**src/rtl/cmd_pkg.sv**
```systemverilog
// Shared definitions for the byte-serial ALU command path: opcode bytes,
// request opcode encoding, issuer FSM states and the request record.
package cmd_pkg;

  localparam logic [7:0] OP_ADD = 8'h0A;
  localparam logic [7:0] OP_SUB = 8'h0B;
  localparam logic [7:0] OP_AND = 8'h0C;
  localparam logic [7:0] OP_OR  = 8'h0D;

  typedef enum logic [1:0] {
    REQ_ADD = 2'd0,
    REQ_SUB = 2'd1,
    REQ_AND = 2'd2,
    REQ_OR  = 2'd3
  } req_op_e;

  typedef enum logic [2:0] {
    IDLE,
    SEND_CMD,
    SEND_A,
    SEND_B,
    WAIT_RES
  } state_e;

  typedef struct packed {
    req_op_e    op;
    logic [7:0] a;
    logic [7:0] b;
  } cmd_req_t;

  function automatic logic [7:0] op_byte(req_op_e op);
    case (op)
      REQ_ADD: return OP_ADD;
      REQ_SUB: return OP_SUB;
      REQ_AND: return OP_AND;
      default: return OP_OR;
    endcase
  endfunction

  // Result the command processor is expected to return for a request.
  function automatic logic [7:0] alu_ref(cmd_req_t r);
    case (r.op)
      REQ_ADD: return r.a + r.b;
      REQ_SUB: return r.a - r.b;
      REQ_AND: return r.a & r.b;
      default: return r.a | r.b;
    endcase
  endfunction

endpackage

```
**src/rtl/cmd_gen_timer.sv**
```systemverilog
// Loadable saturating down-counter with a zero flag; used for the inter-byte
// gap and for the result timeout.
module cmd_gen_timer #(
  parameter int CNT_W = 8
) (
  input  logic             clk,
  input  logic             res,
  input  logic             load,
  input  logic [CNT_W-1:0] load_val,
  output logic             zero
);

  logic [CNT_W-1:0] cnt;

  always_ff @(posedge clk or posedge res) begin
    if (res)              cnt <= '0;
    else if (load)        cnt <= load_val;
    else if (cnt != '0)   cnt <= cnt - 1'b1;
  end

  assign zero = (cnt == '0);

endmodule

```
**src/rtl/cmd_gen.sv**
```systemverilog
// Command issuer: serializes {cmd, A, B} as paced byte strobes, then waits for
// the result byte with a timeout. Define CMD_GEN_CHECK_EN for rsp_mismatch.
module cmd_gen
  import cmd_pkg::*;
#(
  parameter int GAP_CYC     = 2,
  parameter int TIMEOUT_CYC = 255,
  parameter int CNT_W       = 8
) (
  input  logic       clk,
  input  logic       res,
  input  logic       req_valid,
  output logic       req_ready,
  input  logic [1:0] req_op,
  input  logic [7:0] req_a,
  input  logic [7:0] req_b,
  output logic [7:0] dout_gen,
  output logic       en_dout_gen,
  input  logic       tx_busy,
  input  logic [7:0] din_res,
  input  logic       en_din_res,
  output logic       rsp_valid,
  output logic [7:0] rsp_data,
  output logic       rsp_timeout
`ifdef CMD_GEN_CHECK_EN
  ,output logic      rsp_mismatch
`endif
);

  state_e     state, state_nxt;
  cmd_req_t   req_q;
  logic       acc, can_send, issue, got_res, tmo_exp;
  logic       gap_zero, tmo_zero;
  logic [7:0] byte_nxt;

  // The FSM is already back in IDLE while rsp_valid is high; holding ready low
  // there makes the earliest new accept the cycle after the response.
  assign req_ready = (state == IDLE) & ~rsp_valid & ~res;
  assign acc       = req_valid & req_ready;
  assign can_send  = gap_zero & ~tx_busy;

  cmd_gen_timer #(.CNT_W(CNT_W)) u_gap (
    .clk      (clk),
    .res      (res),
    .load     (issue),
    .load_val (CNT_W'(GAP_CYC)),
    .zero     (gap_zero)
  );

  cmd_gen_timer #(.CNT_W(CNT_W)) u_tmo (
    .clk      (clk),
    .res      (res),
    .load     (issue && (state == SEND_B)),
    .load_val (CNT_W'(TIMEOUT_CYC)),
    .zero     (tmo_zero)
  );

  always_ff @(posedge clk or posedge res) begin
    if (res) state <= IDLE;
    else     state <= state_nxt;
  end

  always_comb begin
    state_nxt = state;
    case (state)
      IDLE:     if (acc)                state_nxt = SEND_CMD;
      SEND_CMD: if (issue)              state_nxt = SEND_A;
      SEND_A:   if (issue)              state_nxt = SEND_B;
      SEND_B:   if (issue)              state_nxt = WAIT_RES;
      WAIT_RES: if (got_res || tmo_exp) state_nxt = IDLE;
      default:                          state_nxt = IDLE;
    endcase
  end

  always_comb begin
    issue    = 1'b0;
    byte_nxt = dout_gen;
    got_res  = 1'b0;
    tmo_exp  = 1'b0;
    case (state)
      SEND_CMD: begin issue = can_send; byte_nxt = op_byte(req_q.op); end
      SEND_A:   begin issue = can_send; byte_nxt = req_q.a;           end
      SEND_B:   begin issue = can_send; byte_nxt = req_q.b;           end
      WAIT_RES: begin
        got_res = en_din_res;
        tmo_exp = tmo_zero & ~en_din_res;  // a result on the expiry cycle wins
      end
      default: ;
    endcase
  end

  always_ff @(posedge clk or posedge res) begin
    if (res)      req_q <= '0;
    else if (acc) req_q <= '{op: req_op_e'(req_op), a: req_a, b: req_b};
  end

  always_ff @(posedge clk or posedge res) begin
    if (res) begin
      dout_gen    <= '0;
      en_dout_gen <= 1'b0;
      rsp_valid   <= 1'b0;
      rsp_data    <= '0;
      rsp_timeout <= 1'b0;
    end else begin
      en_dout_gen <= issue;
      if (issue) dout_gen <= byte_nxt;
      rsp_valid <= got_res | tmo_exp;
      if (got_res) begin
        rsp_data    <= din_res;
        rsp_timeout <= 1'b0;
      end else if (tmo_exp) begin
        rsp_data    <= '0;
        rsp_timeout <= 1'b1;
      end
    end
  end

`ifdef CMD_GEN_CHECK_EN
  always_ff @(posedge clk or posedge res) begin
    if (res)          rsp_mismatch <= 1'b0;
    else if (got_res) rsp_mismatch <= (din_res != alu_ref(req_q));
    else if (tmo_exp) rsp_mismatch <= 1'b0;
  end
`endif

endmodule

```
**config.mk**
```make
export PLATFORM = sky130hd
export DESIGN_NAME = cmd_gen
export DESIGN_NICKNAME = d
export VERILOG_FILES = /design/src/rtl/cmd_pkg.sv /design/src/rtl/cmd_gen_timer.sv /design/src/rtl/cmd_gen.sv
export SDC_FILE = /design/constraint.sdc
export NUM_CORES = 1
export LEC_CHECK = 0
export CELL_PAD_IN_SITES_DETAIL_PLACEMENT = 0
export CELL_PAD_IN_SITES_GLOBAL_PLACEMENT = 2
export CORE_MARGIN = 10
export CORE_UTILIZATION = 36
export DETAILED_ROUTE_END_ITERATION = 8
export PLACE_DENSITY_LB_ADDON = 0.1
export SLEW_MARGIN = 5
export SYNTH_ARGS = -nofsm -noshare
export SYNTH_HDL_FRONTEND = slang
export SYNTH_SLANG_ARGS = --single-unit
```
**constraint.sdc**
```tcl
create_clock -name clk -period 5 [get_ports clk]
set_input_delay 0.75 -clock clk [delete_from_list [all_inputs] [get_ports clk]]
set_output_delay 0.75 -clock clk [all_outputs]
set_load 0.03 [all_outputs]
```
# After elaboration in Yosys (flattened, before gate mapping)
# Cells that the tools add are included.
dict set report word_totals {
  register_bits 56
  inputBits 31
  wordCells 68
}
dict set report op_classes {
  n_addsub 2
  eq_ne 11
  mux 19
  n_bitwise 10
  reduce_logical 15
}
# op count
set op_table {}
lappend op_table {{2-to-1 mux 8 bit} 6}
lappend op_table {{case mux 8 bit (3 select lines)} 1}
lappend op_table {{zero test 8 bit} 2}
lappend op_table {{nonzero test 8 bit} 2}
lappend op_table {{subtractor 8 x 1 -> 8 bit, second input constant} 2}
lappend op_table {{2-to-1 mux 3 bit} 5}
lappend op_table {{case mux 3 bit (5 select lines)} 1}
lappend op_table {{!= test 2 bit, second input constant} 5}
lappend op_table {{case mux 3 bit (3 select lines)} 1}
lappend op_table {{equality test 3 x 2 -> 1 bit, second input constant} 2}
lappend op_table {{nonzero test 2 bit} 3}
lappend op_table {{AND 1 bit} 5}
lappend op_table {{2-to-1 mux 1 bit} 5}
lappend op_table {{AND reduction 5 bit} 1}
lappend op_table {{inverter 1 bit} 4}
lappend op_table {{equality test 3 x 1 -> 1 bit, second input constant} 1}
lappend op_table {{equality test 3 bit, second input constant} 1}
lappend op_table {{zero test 3 bit} 1}
lappend op_table {{nonzero test 3 bit} 1}
lappend op_table {{OR reduction 3 bit} 1}
lappend op_table {{equality test 2 x 1 -> 1 bit, second input constant} 1}
lappend op_table {{equality test 2 bit, second input constant} 1}
lappend op_table {{zero test 2 bit} 1}
lappend op_table {{AND reduction 2 bit} 1}
lappend op_table {{3 further kinds} 3}

# Longest topological paths before layout
# Gate-level depths: netlist of run 1.
dict set report depth {
  word_depth 6
  ltp_mapped 7
  mapped_depth_nobuf 6
}

# Modules after synthesis
# Synthesis of run 1 repeated with hierarchy kept, for this count alone.
dict set report unflattened {
  hier_cells 238
  area_unflattened_um2 2742.6
}
# module instances cells_per_inst area_each_um2
set by_module_without_submodules {}
lappend by_module_without_submodules {cmd_gen 1 126 1749.2}
lappend by_module_without_submodules {cmd_gen_timer 2 56 496.7}

# Least setup slack after synthesis of run 1
# Ideal clock, no wire load.
dict set report synth_timing {
  path_type {in2reg}
  startpoint {in tx_busy}
  endpoint {reg dout_gen[2]}
  arrival_ns 1.913
  path_slack_ns 2.962
  path_stages 4
  path_buffers 1
  path_cell_list {nor3_1 -> and2_1 -> buf_4 -> mux2_2}
}
dict set report synth_via {
  elab_chain_cells 4
}
# element line
set synth_lines {}
lappend synth_lines {{start, declared} cmd_gen.sv:19} ;# input logic tx_busy,
lappend synth_lines {{inverter 1 bit} cmd_gen.sv:40} ;# assign can_send = gap_zero & ~tx_busy;
lappend synth_lines {{AND 1 bit} cmd_gen.sv:40}
lappend synth_lines {{2-to-1 mux 1 bit} cmd_gen.sv:80} ;# case (state)
lappend synth_lines {{named net issue} cmd_gen.sv:32} ;# logic acc, can_send, issue, got_res, tmo_exp;
lappend synth_lines {{AND reduction 2 bit (no source line)} -}
lappend synth_lines {{end signal, assigned} cmd_gen.sv:106} ;# if (issue) dout_gen <= byte_nxt;
lappend synth_lines {{end, declared} cmd_gen.sv:17} ;# output logic [7:0] dout_gen,
# The timed path passes the listed nets, and every way through them passes these cells.
# A chain may end at the register's enable or synchronous reset.

# Worst setup path in the final report of run 1
dict set report layout_timing {
  startpoint {in res}
  endpoint {out req_ready}
}
dict set report layout_via {
  elab_chain_cells 2
}
# element line
set layout_lines {}
lappend layout_lines {{start, declared} cmd_gen.sv:11} ;# input logic res,
lappend layout_lines {{inverter 1 bit} cmd_gen.sv:38} ;# assign req_ready = (state == IDLE) & ~rsp_valid & ~res;
lappend layout_lines {{AND 1 bit} cmd_gen.sv:38}
lappend layout_lines {{end, declared} cmd_gen.sv:13} ;# output logic req_ready,
# No other way between the ends.

==> results of run 1 <==
==> through the flow <==
stage | power, mW | cell area [µm²] | std cells
after detailed placement | 1.33 | 3040 | 325
final | 1.58 | 3140 | 333
after CTS | 1.61 | 3140 | 333
after global placement | 1.32 | 3040 | 325
after global routing | 1.72 | 3140 | 333
after floorplan | 1.15 | 2470 | 200
==> state kept, by name (all words and copies together), names as in the netlist <==
register and count:
rsp_valid 1, state 3, rsp_timeout 1, u_tmo.cnt 8
req_q 18, u_gap.cnt 8, en_dout_gen 1, dout_gen 8
rsp_data 8
==> report_power, final <==
group | internal [mW] | switching (mW) | total (mW) | leakage, nW
logic | 0.285 | 0.264 | 0.549 | 0.680
clock network | 0.106 | 0.168 | 0.274 | 0.0511
registers | 0.627 | 0.135 | 0.762 | 0.702
total | 1.02 | 0.567 | 1.58 | 1.43
==> cells by family (layout without fill, tap and decap cells) <==
family | Yosys count | count (layout) | share of synthesized area (%)
fa+ha+maj | 3 | 3 | 1.52
compound gates | 32 | 32 | 9.73
flops | 56 | 56 | 56.8
buf+inv | 17 | 70 | 3.14
mux | 36 | 36 | 15.8
simple gates | 52 | 52 | 11.6
xor+xnor | 4 | 4 | 1.42
==> per-layer routing <==
metal  GRT usage (%)  vias to the layer above  share of wire (%)
met5               0                        -                  0
met2            16.2                       26                 48
met1            14.4                      801                 46
met3            3.22                        5                4.5
met4            3.21                        0                1.2
li1                -                      816                  -
==> how the worst max path moves through the flow <==
stage          start  cells past startpoint  slack (ns)     endpoint
6_report         res                      4        1.94    req_ready
5_1_grt          res                      4        1.84    req_ready
4_1_cts          res                      4        1.92    req_ready
3_5_place_dp     res                      4        1.91    req_ready
3_3_place_gp     res                      4        1.93    req_ready
2_1_floorplan    res                      1        2.88  dout_gen[0]
==> synth_stat cells, drive strengths merged, types with 3 or more instances <==
cell type	n	area share, %
dfrtp	56	57
mux2	24	11
nand2	13	2.0
mux2i	12	4.9
inv	10	1.5
nor2	10	1.5
a22o	9	3.2
o21ai	9	1.8
nor3	7	1.9
buf	5	1.3
nand2b	4	1.0
o311ai	4	1.4
a31oi	3	0.76
ha	3	1.5
nand3	3	0.61
o31ai	3	0.91
xor2	3	1.1
==> worst register-to-register path, stage by stage, from the launching register on <==
cell                      delay, ns
sky130_fd_sc_hd__dfrtp_1       0.75
sky130_fd_sc_hd__nor2_1        0.25
sky130_fd_sc_hd__nor3_1        0.66
sky130_fd_sc_hd__and2_1        0.50
sky130_fd_sc_hd__mux2_2        0.39
==> layout make-up <==
type | count | area (µm²)
Clock buffer | 5 | 68.8
Fill cell | 650 | 3580
Tap cell | 80 | 100
Inverter | 10 | 37.5
Multi-Input combinational cell | 127 | 990
Timing Repair Buffer | 52 | 515
Sequential cell | 56 | 1400
Clock inverter | 3 | 28.8
==> flow_metrics.env, run 1 <==
export IMPL_run_status="complete, no violations"
export IMPL_largest_net_degree_at_the_start_of_global_routing=57
export IMPL_cts_root_buffer="sky130_fd_sc_hd__clkbuf_8"
export IMPL_first_pass_iteration_count_of_the_detailed_router=4
export IMPL_final_layout_worst_hold_slack_ns=0.499
export IMPL_utilization_pct=46.8
export IMPL_final_net_count=286
export IMPL_syn_area_mm2=0.00247
export IMPL_launch_point_of_the_worst_reg_to_reg_path="state[0]"
export IMPL_detailroute_via_count=1648
export IMPL_detailedPlacementHpwl_um=3700
export IMPL_initial_utilization_pct=36.7
export IMPL_hold_depth=1
export IMPL_cts_hold_buffers_added=0
export IMPL_timing_critical_path_slowest_stage_cell="sky130_fd_sc_hd__clkdlybuf4s50_1"
export IMPL_final_period_utilization_pct=61.1
export IMPL_setup_viol_count_final=0
export IMPL_cell_family_with_most_cp_delay="buffers and inverters"
export IMPL_worstHoldStart="dout_gen[7]"
export IMPL_cts_inserted_buffers=5
export IMPL_cp_required_ns=4.25
export IMPL_number_of_synthesized_flops_with_an_enable_pin=0
export IMPL_die_area_mm2=0.0106
export IMPL_synth_area_per_inst_um2=12.3
export IMPL_ys_dominant_reg_cell="sky130_fd_sc_hd__dfrtp_1"
export IMPL_number_of_storage_elements_in_the_synthesis_netlist=56
export IMPL_grtUsageTotal_pct=10.7
export IMPL_drc=0
export IMPL_rsz_0062_raised_after_global_routing="no"
export IMPL_fin_ws_ns=1.94
export IMPL_final_weighted_congestion_of_routability_driven_global_placement=0.715
export IMPL_post_cts_setup_buffers=0
export IMPL_highest_clock_rate_mhz=327
export IMPL_finalWirelength_um=5120
export IMPL_grt_remaining_overflow=0
export IMPL_worst_setup_hold_path_clk_slew_ns=0.12
export IMPL_worstPathCellList="clkdlybuf4s50_1 > nor3_1 > and2_1 > clkdlybuf4s50_1"
export IMPL_syn_inst=200
export IMPL_layout_common_cells="56 x sky130_fd_sc_hd__dfrtp_1, 50 x sky130_fd_sc_hd__clkdlybuf4s50_1, 22 x sky130_fd_sc_hd__mux2_2"
export IMPL_antenna_violations_before_repair=0
export IMPL_fp_dieH_um=103
export IMPL_power_ir_vdd_worst_mv=0.224
export IMPL_post_cts_resized_instances=0
export IMPL_vias_per_cell=4.95
export IMPL_setup_worst_path_start_class="input port"
export IMPL_route_detailed_wl_per_inst_um=15.4
export IMPL_vias_in_the_first_global_route=1739
export IMPL_synth_seq_area_share_pct=56.8
export IMPL_final_period_minus_worst_setup_slack_ns=3.06
export IMPL_synth_warning_count=0
export IMPL_synth_fp_nets=234
export IMPL_fin_worst_skew_ns=0.0162
export IMPL_cp_common_cell="sky130_fd_sc_hd__clkdlybuf4s50_1"
export IMPL_leakagePower_nw=1.43
export IMPL_hp_class="reg2reg"
export IMPL_report_final_hold_viol_count=0
export IMPL_cts_htree_levels=2
export IMPL_die_x_um=103
export IMPL_critPathBufInv=2
export IMPL_max_slew_margin_rel_pct=44.0
export IMPL_critical_path_endpoint_type="primary output"
export IMPL_worst_hold_path_endpoint="dout_gen[7]"
export IMPL_synthDistinctLibCells=40
export IMPL_layout_cells_most_common="sky130_fd_sc_hd__dfrtp_1"
export IMPL_rows=30
export IMPL_core_mm2=0.00672
export IMPL_grt_pass1_wl_um=8940
export IMPL_worst_skew_pair_late_latency_ns=0.32
export IMPL_clockBufferDepth=2
export IMPL_clock_sinks=56
export IMPL_area_growth_syn_to_layout_pct=27.3
export IMPL_reg2reg_slack_ns=2.37
export IMPL_timing_worst_setup_path_type="in2out"
export IMPL_portBuffers=50
export IMPL_r2r_end="dout_gen[5]"
export IMPL_final_layout_size_suffix_gt1_share_pct=15.8
export IMPL_worst_endpoint_arrival_ns=2.31
export IMPL_worstRegToRegCells=4
export IMPL_tritoncts_clock_tree="yes"
export IMPL_cp_slowest_stage_delay_ns=0.67
export IMPL_ant_nets=0
export IMPL_floorplan_io_pins=51
export IMPL_drt_initial_drc_count=46
export IMPL_pre_cts_slack_ns=1.91
export IMPL_power_density_of_the_placed_cells_mw_per_mm2=504
export IMPL_cp_max_fo=3
export IMPL_synth_async_reset_ratio_pct=100
export IMPL_setup_tns_after_final_layout_ns=0
export IMPL_max_slew_worst_pin_slew_ns=0.837
export IMPL_n_antenna_cell=0
export IMPL_final_max_slew_violation_count=0
export IMPL_max_cap_violations=0
Note: power is estimated with default switching activity, not from simulation.
==> run 2, diff against run 1 <==
--- a/config.mk
+++ b/config.mk
@@ -8,7 +8,7 @@
 export CELL_PAD_IN_SITES_DETAIL_PLACEMENT = 0
 export CELL_PAD_IN_SITES_GLOBAL_PLACEMENT = 2
 export CORE_MARGIN = 10
-export CORE_UTILIZATION = 36
+export CORE_UTILIZATION = 33
 export DETAILED_ROUTE_END_ITERATION = 8
 export PLACE_DENSITY_LB_ADDON = 0.1
 export SLEW_MARGIN = 5
==> constraint.sdc (replaced) <==
create_clock -name clk -period 2.95 [get_ports clk]
set_input_delay 0.4425 -clock clk [delete_from_list [all_inputs] [get_ports clk]]
set_output_delay 0.4425 -clock clk [all_outputs]
set_load 0.03 [all_outputs]
==> run 2 against run 1 <==
Net effect:
- routed wire length grew 3.1%
- final cell count is 6.6% higher
- clock-buffer cell count up 2
- core utilization is 2.2 points lower
- sequential share of layout area decreased by 1.2 points
- sequential power increased by 67%
- design area increased by 2.8%
- register-to-register slack lost 1.5 ns
- total power is 77% higher
- critical path type unchanged
- highest routed layer unchanged
==> flow_metrics.env, run 2 (synthesis gave the netlist of run 1 again) <==
export IMPL_run_status="complete, no violations"
export IMPL_final_period_minus_worst_setup_slack_ns=2.42
export IMPL_largest_net_degree_at_the_start_of_global_routing=33
export IMPL_setup_viol_count_final=0
export IMPL_first_pass_iteration_count_of_the_detailed_router=4
export IMPL_final_layout_size_suffix_gt1_share_pct=16.8
export IMPL_final_net_count=289
export IMPL_cts_htree_levels=2
export IMPL_grtUsageTotal_pct=9.80
export IMPL_layout_cells_most_common="sky130_fd_sc_hd__dfrtp_1"
export IMPL_tritoncts_clock_tree="yes"
export IMPL_fin_worst_skew_ns=0.00339
export IMPL_fp_dieH_um=106
export IMPL_antenna_violations_before_repair=0
export IMPL_clockBufferDepth=2
export IMPL_detailroute_via_count=1680
export IMPL_n_antenna_cell=0
export IMPL_die_x_um=106
export IMPL_power_ir_vdd_worst_mv=0.315
export IMPL_rsz_0062_raised_after_global_routing="no"
export IMPL_highest_clock_rate_mhz=413
export IMPL_critPathBufInv=2
export IMPL_cts_root_buffer="sky130_fd_sc_hd__clkbuf_8"
export IMPL_multi_input_area_um2=990
export IMPL_grt_pass1_wl_um=9160
export IMPL_report_final_hold_viol_count=0
export IMPL_final_layout_worst_hold_slack_ns=0.507
export IMPL_cts_inserted_buffers=5
export IMPL_max_slew_worst_pin_slew_ns=0.556
export IMPL_regArea_mm2=0.00140
export IMPL_largest_reg_flops=18
export IMPL_floorplan_io_pins=51
export IMPL_final_period_utilization_pct=82.1
export IMPL_placed_cells=347
export IMPL_max_slew_margin_rel_pct=62.9
export IMPL_vias_in_the_first_global_route=1866
export IMPL_worst_endpoint_arrival_ns=1.98
export IMPL_area_growth_syn_to_layout_pct=30.8
export IMPL_post_cts_setup_buffers=0
export IMPL_fin_ws_ns=0.527
export IMPL_cell_family_with_most_cp_delay="buffers and inverters"
export IMPL_layoutNonFillerInstCount=355
export IMPL_power_density_of_the_placed_cells_mw_per_mm2=867
export IMPL_route_detailed_wl_per_inst_um=14.9
export IMPL_cp_common_cell="sky130_fd_sc_hd__clkdlybuf4s50_1"
export IMPL_pre_cts_slack_ns=0.509
export IMPL_final_max_slew_violation_count=0
export IMPL_ant_nets=0
export IMPL_layout_common_cells="56 x sky130_fd_sc_hd__dfrtp_1, 50 x sky130_fd_sc_hd__clkdlybuf4s50_1, 22 x sky130_fd_sc_hd__mux2_2"
export IMPL_portBuffers=50
export IMPL_filler_cell_count=726
export IMPL_finalWirelength_um=5280
export IMPL_worstPathCellList="clkdlybuf4s50_1 > nor3_1 > and2_1 > clkdlybuf4s50_1"
export IMPL_rows=31
export IMPL_leakagePower_nw=1.46
export IMPL_clock_sinks=56
export IMPL_timing_critical_path_slowest_stage_cell="sky130_fd_sc_hd__clkdlybuf4s50_1"
export IMPL_critical_path_endpoint_type="primary output"
export IMPL_post_cts_resized_instances=0
export IMPL_timing_worst_setup_path_type="in2out"
export IMPL_die_area_mm2=0.0113
export IMPL_initial_utilization_pct=34.0
export IMPL_drt_initial_drc_count=33
export IMPL_grt_remaining_overflow=0
export IMPL_max_cap_violations=0
export IMPL_cts_hold_buffers_added=0
export IMPL_setup_worst_path_start_class="input port"
export IMPL_setup_tns_after_final_layout_ns=0
export IMPL_drc=0
export IMPL_final_weighted_congestion_of_routability_driven_global_placement=0.707
export IMPL_cp_required_ns=2.51
export IMPL_hp_class="reg2reg"
export IMPL_vias_per_cell=4.73
export IMPL_core_mm2=0.00725
export IMPL_largest_register_by_flop_count="req_q"
export IMPL_detailedPlacementHpwl_um=3820
export IMPL_worst_setup_hold_path_clk_slew_ns=0.10
export IMPL_worst_skew_pair_late_latency_ns=0.30
export IMPL_cp_slowest_stage_delay_ns=0.67
export IMPL_cp_max_fo=3
-- run 2: final timing paths --
path                         startpoint           to  slack [ns]  cells after the start
max                                 res    req_ready        0.53                      4
min                         dout_gen[7]  dout_gen[7]        0.51                      1
max reg2reg                u_gap.cnt[3]  dout_gen[2]        0.85                      4
min reg2reg                 dout_gen[7]  dout_gen[7]        0.51                      1
max in group asynchronous           res  en_dout_gen        1.86                      3
min in group asynchronous           res  rsp_data[1]        0.53                      2
-- run 2: routing by layer --
metal,GRT usage [%],part of all wire (%),up-vias
met3,3.20,5.0,6
li1,-,-,826
met1,12.9,48,819
met4,2.90,0.82,0
met5,0,0,-
met2,15.0,46,29
-- run 2: layout make-up --
class	instances	area share, %
sequential	56	43.4
multi-input combinational	127	30.6
timing repair buffer	55	17.0
tap	99	3.84
clock buffer	7	2.98
inverter	10	1.16
clock inverter	1	0.930
-- run 2: through the flow --
| stage | area [µm²] | utilization [%] | power [mW] |
|---|---|---|---|
| after floorplan | 2470 | - | 1.96 |
| after global placement | 3100 | 42.8 | 2.27 |
| after detailed placement | 3100 | 42.8 | 2.29 |
| after CTS | 3230 | 44.5 | 2.84 |
| after global routing | 3230 | 44.5 | 3.03 |
| final | 3230 | 44.5 | 2.80 |
-- run 2: report_power, final --
group	internal, mW	total [mW]	switching (mW)	leakage, nW
logic	0.495	0.987	0.492	0.698
clock network	0.300	0.545	0.245	0.0645
registers	1.06	1.27	0.202	0.702
==> run 3, diff against run 2 <==
==> constraint.sdc (replaced) <==
create_clock -name clk -period 2.4 [get_ports clk]
set_input_delay 0.36 -clock clk [delete_from_list [all_inputs] [get_ports clk]]
set_output_delay 0.36 -clock clk [all_outputs]
set_load 0.03 [all_outputs]
==> run 3 against run 2 <==
Net effect:
- design area increased by 0.15%
- die area unchanged
- via count decreased by 0.54%
- final cell count increased by 1.4%
- critical endpoint unchanged
- combinational power increased by 24%
- total power increased by 19%
- largest power group unchanged
- worst setup slack got worse by 0.35 ns
==> flow_metrics.env, run 3 (synthesis gave the netlist of run 1 again) <==
export IMPL_route_detailed_wl_per_inst_um=15.0
export IMPL_grtUsageTotal_pct=9.80
export IMPL_final_max_slew_violation_count=0
export IMPL_detailedPlacementHpwl_um=3910
export IMPL_total_switching_power_mw=1.18
export IMPL_cts_hold_buffers_added=0
export IMPL_area_growth_syn_to_layout_pct=31.0
export IMPL_clockBufferDepth=2
export IMPL_final_net_count=294
export IMPL_max_slew_margin_rel_pct=73.6
export IMPL_timing_worst_setup_path_type="reg2out"
export IMPL_p_sw_share_pct=35.6
export IMPL_tritoncts_clock_tree="yes"
export IMPL_fp_dieH_um=106
export IMPL_drc=0
export IMPL_run_status="complete, no violations"
export IMPL_worst_endpoint_arrival_ns=1.86
export IMPL_drt_initial_drc_count=41
export IMPL_filler_cell_count=696
export IMPL_seq_power_share_pct=46.7
export IMPL_post_cts_resized_instances=0
export IMPL_power_ir_vdd_worst_mv=0.391
export IMPL_final_period_utilization_pct=92.5
export IMPL_portBuffers=50
export IMPL_grt_remaining_overflow=0
export IMPL_power_density_of_the_placed_cells_mw_per_mm2=1030
export IMPL_die_x_um=106
export IMPL_layout_common_cells="56 x sky130_fd_sc_hd__dfrtp_1, 50 x sky130_fd_sc_hd__clkdlybuf4s50_1, 22 x sky130_fd_sc_hd__mux2_2"
export IMPL_layout_cells_most_common="sky130_fd_sc_hd__dfrtp_1"
export IMPL_rows=31
export IMPL_final_period_minus_worst_setup_slack_ns=2.22
export IMPL_finalWirelength_um=5380
export IMPL_max_cap_violations=0
export IMPL_fin_ws_ns=0.180
export IMPL_report_final_hold_viol_count=0
export IMPL_initial_utilization_pct=34.0
export IMPL_floorplan_io_pins=51
export IMPL_vias_in_the_first_global_route=1787
export IMPL_first_pass_iteration_count_of_the_detailed_router=3
export IMPL_rsz_0062_raised_after_global_routing="no"
export IMPL_pre_cts_slack_ns=0.238
export IMPL_critical_path_endpoint_type="primary output"
export IMPL_launch_point_of_the_worst_reg_to_reg_path="u_gap.cnt[3]"
export IMPL_setup_worst_path_start_class="register"
export IMPL_multi_input_area_um2=990
export IMPL_core_mm2=0.00725
export IMPL_worst_skew_pair_late_latency_ns=0.31
export IMPL_largest_net_degree_at_the_start_of_global_routing=57
export IMPL_vias_per_cell=4.64
export IMPL_internal_power_mw=2.14
export IMPL_regArea_mm2=0.00140
export IMPL_cts_root_buffer="sky130_fd_sc_hd__clkbuf_8"
export IMPL_setup_tns_after_final_layout_ns=0
export IMPL_detailroute_via_count=1671
export IMPL_antenna_violations_before_repair=0
export IMPL_max_slew_worst_pin_slew_ns=0.395
export IMPL_post_cts_setup_buffers=0
export IMPL_cts_htree_levels=2
export IMPL_worst_setup_hold_path_clk_slew_ns=0.11
export IMPL_power_share_clock_pct=16.4
export IMPL_clock_sinks=56
export IMPL_highest_clock_rate_mhz=450
export IMPL_cts_inserted_buffers=5
export IMPL_final_weighted_congestion_of_routability_driven_global_placement=0.727
export IMPL_largest_register_by_flop_count="req_q"
export IMPL_cp_max_fo=8
export IMPL_cp_required_ns=2.04
export IMPL_combinational_share_of_power_pct=36.8
export IMPL_die_area_mm2=0.0113
export IMPL_hp_class="in2async"
export IMPL_ant_nets=0
export IMPL_setup_viol_count_final=0
export IMPL_n_antenna_cell=0
export IMPL_final_layout_size_suffix_gt1_share_pct=18.4
export IMPL_reg2reg_slack_ns=0.45
export IMPL_grt_pass1_wl_um=8980
export IMPL_leakagePower_nw=1.47
export IMPL_fin_worst_skew_ns=0.0124
export IMPL_setup_worst_path_start="state[2]"
export IMPL_largest_reg_flops=18
[run 3: power by group through the flow]
stage / combinational [mW] / sequential (mW) / clock (mW)
2_1_floorplan: 0.761 / 1.64 / 0
3_3_place_gp: 1.23 / 1.57 / 0
3_5_place_dp: 1.25 / 1.58 / 0
4_1_cts: 1.25 / 1.56 / 0.572
5_1_grt: 1.35 / 1.61 / 0.613
6_report: 1.22 / 1.55 / 0.545
[run 3: cell type report]
| cell class | count | share of cell area [%] |
|---|---|---|
| clock inverters | 3 | 0.774 |
| clock buffers | 5 | 2.13 |
| repair buffers | 60 | 18.2 |
| well taps | 99 | 3.83 |
| flip-flops and latches | 56 | 43.3 |
| multi-input cells | 127 | 30.6 |
| inverters | 10 | 1.16 |
[run 3: final timing paths]
path                                 to  cells after the start
setup / recovery              req_ready                      3
hold / removal                rsp_valid                      3
setup reg to reg            dout_gen[0]                      5
hold reg to reg             dout_gen[7]                      1
max in group asynchronous  u_tmo.cnt[0]                      3
min in group clk            dout_gen[7]                      1
[run 3: metrics by stage]
stage          cell area [µm²]  util, %  cells  hold WS (ns)  total power [mW]
2_1_floorplan             2470        -    200         0.460              2.41
3_3_place_gp              3140     43.3    352         0.481              2.81
3_5_place_dp              3140     43.3    352         0.482              2.82
4_1_cts                   3230     44.6    360         0.454              3.38
5_1_grt                   3230     44.6    360         0.474              3.57
6_report                  3230     44.6    360         0.430              3.32
[run 3: worst max-delay path, cell delays in order, from the launching register on]
cell and delay, ns:
sky130_fd_sc_hd__dfrtp_1 0.47, sky130_fd_sc_hd__nor3_1 0.26, sky130_fd_sc_hd__and2_1 0.16, sky130_fd_sc_hd__clkdlybuf4s50_1 0.67
[run 3: layer usage]
layer / wire [µm] / global-route usage (%) / vias to the layer above
met5: 0 / 0 / -
met4: 40 / 2.61 / 0
met3: 254 / 3.20 / 4
met2: 2570 / 16.0 / 25
li1: - / - / 832
met1: 2520 / 12.2 / 810
